--- src/rtl/fnd_pkg.sv ---
// fnd_pkg: shared FND/BCD definitions for the display path.
package fnd_pkg;

    typedef enum logic [1:0] {IDLE, SHIFT, DONE} state_e;

    localparam int         BCD_NIB     = 4;
    localparam logic [3:0] ADD3_THRESH = 4'd5;
    localparam logic [3:0] BCD_NINE    = 4'h9;

endpackage

--- src/rtl/bcd_add3.sv ---
// bcd_add3: double-dabble nibble correction, adds 3 when the nibble is 5 or more.
module bcd_add3
    import fnd_pkg::*;
(
    input  logic [BCD_NIB-1:0] nib_i,
    output logic [BCD_NIB-1:0] nib_o
);

    assign nib_o = (nib_i >= ADD3_THRESH) ? nib_i + BCD_NIB'(3) : nib_i;

endmodule

--- src/rtl/bin_to_bcd_seq.sv ---
// bin_to_bcd_seq: iterative shift-add-3 binary-to-BCD converter, one bit per clock, saturating at all nines.
module bin_to_bcd_seq
    import fnd_pkg::*;
#(
    parameter int BIN_W  = 14,
    parameter int DIGITS = 4
) (
    input  logic                      clk,
    input  logic                      reset_p,
    input  logic                      start,
    input  logic [BIN_W-1:0]          bin,
    output logic                      busy,
    output logic                      done,
    output logic [BCD_NIB*DIGITS-1:0] bcd,
    output logic                      overflow
);

    localparam int SCR_W = BCD_NIB * (DIGITS + 1);
    localparam int CNT_W = $clog2(BIN_W + 1);

    state_e                      state_q;
    logic [CNT_W-1:0]            cnt_q;
    logic [CNT_W-1:0]            cnt_d;
    logic [BIN_W-1:0]            bin_sr_q;
    logic [SCR_W-1:0]            scr_q;
    logic [SCR_W-1:0]            scr_d;
    logic [SCR_W-1:0]            adj;
    logic                        busy_q;
    logic                        done_q;
    logic                        ovf_q;
    logic                        ovf_d;
    logic [BCD_NIB*DIGITS-1:0]   bcd_q;
    logic [BCD_NIB*DIGITS-1:0]   bcd_d;

    for (genvar g = 0; g <= DIGITS; g++) begin : g_add3
        bcd_add3 u_add3 (
            .nib_i(scr_q[g*BCD_NIB +: BCD_NIB]),
            .nib_o(adj[g*BCD_NIB +: BCD_NIB])
        );
    end

    // A bit pushed out of the guard nibble also means the value cannot fit.
    assign scr_d = {adj[SCR_W-2:0], bin_sr_q[BIN_W-1]};
    assign cnt_d = cnt_q - 1'b1;
    assign ovf_d = adj[SCR_W-1] | (|scr_d[SCR_W-1 -: BCD_NIB]);
    assign bcd_d = ovf_d ? {DIGITS{BCD_NINE}} : scr_d[BCD_NIB*DIGITS-1:0];

    always_ff @(posedge clk) begin
        if (reset_p) begin
            state_q  <= IDLE;
            cnt_q    <= '0;
            bin_sr_q <= '0;
            scr_q    <= '0;
            busy_q   <= 1'b0;
            done_q   <= 1'b0;
            ovf_q    <= 1'b0;
            bcd_q    <= '0;
        end else begin
            done_q <= 1'b0;
            case (state_q)
                IDLE: begin
                    if (start) begin
                        bin_sr_q <= bin;
                        scr_q    <= '0;
                        cnt_q    <= CNT_W'(BIN_W);
                        busy_q   <= 1'b1;
                        state_q  <= SHIFT;
                    end
                end
                SHIFT: begin
                    scr_q    <= scr_d;
                    bin_sr_q <= bin_sr_q << 1;
                    cnt_q    <= cnt_d;
                    // Results are taken from the final shift so they land with done.
                    if (cnt_d == '0) begin
                        state_q <= DONE;
                        busy_q  <= 1'b0;
                        done_q  <= 1'b1;
                        bcd_q   <= bcd_d;
                        ovf_q   <= ovf_d;
                    end
                end
                DONE:    state_q <= IDLE;
                default: state_q <= IDLE;
            endcase
        end
    end

    assign busy     = busy_q;
    assign done     = done_q;
    assign bcd      = bcd_q;
    assign overflow = ovf_q;

endmodule

--- config.mk ---
export PLATFORM = sky130hd
export DESIGN_NAME = bin_to_bcd_seq
export DESIGN_NICKNAME = d
export VERILOG_FILES = /design/src/rtl/fnd_pkg.sv /design/src/rtl/bcd_add3.sv /design/src/rtl/bin_to_bcd_seq.sv
export SDC_FILE = /design/constraint.sdc
export NUM_CORES = 1
export LEC_CHECK = 0
export BUFFER_PORTS_ARGS = -buffer_cell sky130_fd_sc_hd__buf_2
export CORE_MARGIN = 4
export CORE_UTILIZATION = 35
export CTS_CLUSTER_DIAMETER = 100
export DETAILED_ROUTE_END_ITERATION = 10
export GPL_TIMING_DRIVEN = 0
export SYNTH_ARGS = -nofsm -noshare
export SYNTH_HDL_FRONTEND = slang
export SYNTH_SLANG_ARGS = --single-unit
--- constraint.sdc ---
create_clock -name clk -period 1.88 [get_ports clk]
set_input_delay 0.376 -clock clk [delete_from_list [all_inputs] [get_ports clk]]
set_output_delay 0.376 -clock clk [all_outputs]
set_load 0.01 [all_outputs]
Word level (Yosys, flattened, before mapping) --
Cells that the tools add are included.
Operators by class: add/subtract/negate cells 6, magnitude comparators 5, equal/unequal tests 3, muxes and demuxes 19, bitwise gates (word level) 2, reductions and logical operators 9
Operators by type and width (count):
- case mux 20 bit (2 select lines) | 1
- case mux 14 bit (2 select lines) | 1
- two-way mux 4 bit | 6
- adder 4 x 2 -> 4 bit (second input constant) | 5
- greater-or-equal comparator 4 x 3 -> 1 bit (second input constant) | 5
- two-way mux 20 bit | 1
- two-way mux 16 bit | 1
- two-way mux 14 bit | 1
- case mux 4 bit (2 select lines) | 1
- AND reduction 2 bit | 3
- zero test 4 bit | 1
- two-way mux 2 bit | 2
- != test 2 bit (second input constant) | 2
- case mux 2 bit (2 select lines) | 1
- OR reduction 4 bit | 1
- subtractor 4 x 1 -> 4 bit (second input constant) | 1
- two-way mux 1 bit | 3
- AND reduction 3 bit | 1
- equality test 2 x 1 -> 1 bit (second input constant) | 1
- zero test 2 bit | 1
- case mux 1 bit (2 select lines) | 1
- nonzero test 2 bit | 1
- OR reduction 2 bit | 1
- NOT 1 bit | 1
- bitwise OR 1 bit | 1
Word-level totals: register bits 59, bits of input ports 17, logic and storage cells 52

Depth between registers and ports, before layout --
depth after elaboration 5, depth in mapped cells 9, gate-level depth less buffers 7

By module --
Synthesis repeated with hierarchy kept, for this count alone.
Second synthesis, totals: cell total of the unflattened synthesis 340, area, all modules 2980.4 sq um
By module, submodules not included:
- bin_to_bcd_seq | instances 1, cells each 260, area an instance 2473.6 sq um
- bcd_add3 | instances 5, cells each 16, area an instance 101.3 sq um

Worst setup path before layout --
OpenSTA, ideal clock, no wires.
path type reg2reg, start point register scr_q[17], end point register bcd_q[14], in the netlist bcd[14], arrival 1.792 ns, path slack -0.028 ns, stages on the path, launching flop included 10, buffers on the path 2, period minus slack after synthesis 1.908 ns, cells stage by stage dfxtp_1 inv_1 ha_1 nand2b_1 a21o_1 and3_4 o221a_1 buf_6 buf_8 a31o_2
Between the ends: cells in the longest elaborated chain, start to end 5
RTL lines:
- start, declared | line bin_to_bcd_seq.sv:25 | logic [SCR_W-1:0] scr_q;
- start signal, assigned | line bin_to_bcd_seq.sv:71 | scr_q <= scr_d;
- adder 4 x 2 -> 4 bit or greater-or-equal comparator 4 x 3 -> 1 bit (tied branches) | line bcd_add3.sv:9 | assign nib_o = (nib_i >= ADD3_THRESH) ? nib_i + BCD_NIB'(3) : nib_i;
- two-way mux 4 bit * | line bcd_add3.sv:9
- OR reduction 4 bit | line bin_to_bcd_seq.sv:45 | assign ovf_d = adj[SCR_W-1] | (|scr_d[SCR_W-1 -: BCD_NIB]);
- bitwise OR 1 bit * | line bin_to_bcd_seq.sv:45
- two-way mux 16 bit * | line bin_to_bcd_seq.sv:46 | assign bcd_d = ovf_d ? {DIGITS{BCD_NINE}} : scr_d[BCD_NIB*DIGITS-1:0];
- end signal, assigned | line bin_to_bcd_seq.sv:57 | bcd_q <= '0;
- end signal, assigned | line bin_to_bcd_seq.sv:79 | bcd_q <= bcd_d;
- end, declared | line bin_to_bcd_seq.sv:32 | logic [BCD_NIB*DIGITS-1:0] bcd_q;
Every way passes the cells marked *; elsewhere a longest branch is shown, timed or not. A chain may end at the register's enable or synchronous reset.

Worst setup path in the final report --
Same ends and word-level chain as after synthesis.

==> flow_summary.toml <==
[die]
initial_standard_cell_utilization_of_the_core = 0.364
total_die_area_um2 = 9640
boundaryPins = 36
die_height_um = 98.2
placement_row_count = 32
design.core.area_um2 = 7810
fp.dieW_um = 98.2

[drt]
routedWlPerCell_um = 15.0
drc = 0
detailroute.via_count = 2626
drtPass1Iterations = 4
drt_iter0_markers = 119
post_drt_via_cell_ratio = 5.18
route.antenna.remaining_nets = 0
routed_wirelength_mm = 7.60

[critical_path]
crit_path_end_kind = "register"
crit_path_max_fanout = 8
reg2reg_slack_ns = -0.009
r2r-start = "scr_q[17]$_SDFFE_PP0P_"
cp_slowest_stage_delay_ns = 0.36
crit_start = "scr_q[17]$_SDFFE_PP0P_"
timing_worst_setup_path_type = "register to register"
crit_path_cell_trace = "inv_4 > ha_4 > nand2b_4 > a21o_1 > and3_4 > o221a_1 > buf_6 > buf_8 > a31o_4"
crit_required_ns = 2.11
critPathSlowestCell = "dfxtp_4"
worst_r2r_path_depth = 9
cp-start-kind = "register"
r2r-end = "bcd[14]$_SDFFE_PP0P_"
critical_path_arrival_ns = 2.12
timing.critical_path.to = "bcd[14]$_SDFFE_PP0P_"

[sta]
unrepaired_setup_endpoints_after_global_routing = "true"
final.setup_skew_ns = 0.00767
worst_pin_slew_ns = 0.563
report.final.slew_viol_count = 0
slew_headroom = 0.624
setup_viol = 8
hold_violations = 0
timing.final.crit_share = 1.00
min_period_ns = 1.89
finalWorstSetupSlack_ns = -0.00934
finalSetupTns_ns = -0.0343
fmax_ghz = 0.529

[clock_network]
cts_inserted_buffers = 9
root_buffer = "clkbuf_8"
cts_tree = "done"
clk_latency_ns = 0.34
h-tree-depth = 3
numClockSinks = 59
cts_hold_buffers = 0
cts.clk_slew.worst_paths_ns = 0.07
clock_tree.buffer_depth = 2

[synthesis]
synth_area_leaders = "dfxtp_1, nor2_1, a21oi_1"
post_synth_num_cell_types = 41
synthesis.yosys.warnings = 0
post_synthesis_sequential_element_count = 59
synthesis.instances = 343
synth.yosys.seq_area_share = 0.415
synthesis.nets = 372
synth_area_um2 = 2850
syn_avg_cell_area_um2 = 8.30
netlist.area_leader.share = 0.415
synth.largest_area_cell = "dfxtp_1"

[worst_hold_path]
hold_path.class = "input port to register"
number_of_cells_traversed_by_the_worst_hold_path = 3

[global_route]
antenna_found_initial = 0
first_global_vias = 2609
grt_first_pass_wirelength_mm = 12.7
grt_start_max_net_pins = 11
grt_overflow = 0
grtUsageTotal = 0.164

[placement]
place_area_um2 = 3140
post_dp_hpwl_mm = 4.99
pre_cts_ws_ns = -0.246
portBuffers = 34
placed_cells = 479
routabilityCongestion = 0.826

[run_status]
failed_checks = "negative setup slack"
status = "finished with violations"

[power_and_ir_drop]
p_per_area_nw_per_um2 = 759
power_mw = 2.71
cellLeakagePower_nw = 1.43
maximum_resistive_drop_on_vdd_v = 0.000387

[final_layout]
post_layout_nonfiller_instances = 507
final_cell_area_um2 = 3570
drive_above_1_share = 0.247
num-nets-final = 429
areaGrowthSynthToFinish_pct = 25.3
layout_commonest_cell = "nor2_1"
antenna-diode-count = 0
highest_count_cells_in_the_layout_ignoring_fill_and_taps = "nor2_1, dfxtp_1, buf_2"
fillerInstances = 792

[job]
maxCapViolCount = 0
==> sequential cells by signal (all words and copies together), names as in the netlist <==
signal and count:
busy 1, done 1, cnt_q 4, bin_sr_q 14, overflow 1, bcd 16
state_q 2, scr_q 20
==> routing by layer <==
layer | routed length, um | share of wire | global-route usage | vias up
li1 | - | - | - | 1311
met1 | 3720 | 0.49 | 0.211 | 1253
met2 | 3460 | 0.46 | 0.262 | 51
met3 | 285 | 0.038 | 0.0429 | 11
met4 | 124 | 0.016 | 0.0630 | 0
met5 | 0 | 0 | 0 | -
==> logic make-up after synthesis <==
| kind of cell | after synthesis | share of synthesized area |
|---|---|---|
| adders and majority gates | 12 | 0.0528 |
| DFF | 59 | 0.415 |
| AOI/OAI and AO/OA | 85 | 0.201 |
| and+or+nand+nor | 138 | 0.237 |
| xor gates and xnor gates | 7 | 0.0215 |
| muxes | 4 | 0.0145 |
| buffers and inverters | 38 | 0.0580 |
==> worst min-delay path by stage <==
stage,start,end
after floorplan,bin_sr_q[0]$_SDFFE_PP0P_,bin_sr_q[0]$_SDFFE_PP0P_
after global placement,bcd[13]$_SDFFE_PP0P_,bcd[13]$_SDFFE_PP0P_
after detailed placement,bin_sr_q[0]$_SDFFE_PP0P_,bin_sr_q[0]$_SDFFE_PP0P_
after CTS,bin[0],bin_sr_q[0]$_SDFFE_PP0P_
after global routing,bin[0],bin_sr_q[0]$_SDFFE_PP0P_
final,bin[0],bin_sr_q[0]$_SDFFE_PP0P_
==> metrics by stage <==
| stage | hold slack [ns] | util |
|---|---|---|
| detailed placement | 0.447 | 0.403 |
| global placement | 0.445 | 0.403 |
| global route | 0.336 | 0.457 |
| CTS | 0.303 | 0.448 |
| floorplan | 0.432 | - |
| finish | 0.321 | 0.457 |
==> what timing repair did <==
item                       4_1_cts  5_1_grt
setup endpoints to repair       19       39
pin swaps                        5        6
resized for setup               21       20
buffers inserted                 7        4
cloned                           1        0
==> critical path, delay by kind of cell, from the launching register on <==
kind                     cells  cell delay, ns
AO/OA/AOI/OAI                3            0.66
adder cells (fa/ha/maj)      1            0.14
buffers and inverters        3            0.35
flip-flops                   1            0.36
AND/OR/NAND/NOR              2            0.27
==> area by class of cell <==
type | instances | area, um^2 | area share
Multi-Input combinational cell | 246 | 1590 | 0.446
Sequential cell | 59 | 1190 | 0.335
Timing Repair Buffer | 46 | 297 | 0.0832
Clock buffer | 12 | 155 | 0.0435
Tap cell | 102 | 128 | 0.0358
Buffer | 23 | 116 | 0.0326
Inverter | 15 | 61.3 | 0.0172
Clock inverter | 4 | 25.0 | 0.00702
==> cell usage after synthesis (all sizes together) <==
library cell,n
a211oi,6
a21o,1
a21oi,34
a221oi,1
a22oi,9
a2bb2oi,1
a311oi,8
a31o,1
a32o,7
and3,1
and4,1
buf,5
clkbuf,18
dfxtp,59
ha,12
inv,15
mux2,1
mux2i,3
nand2,5
nand2b,6
nand3,3
nand3b,1
nor2,71
nor2b,17
nor3,20
nor3b,10
nor4,1
o211ai,2
o21a,2
o21ai,9
o221a,1
o22ai,3
or2,1
or3,1
xnor2,7
==> where the power goes <==
part	leakage [nW]	internal, mW	switching [mW]
sequential	0.484	1.30	0.0363
clock	0.0884	0.546	0.519
combinational	0.853	0.118	0.190
total	1.43	1.96	0.745
Power figures use the tool's default switching activity.
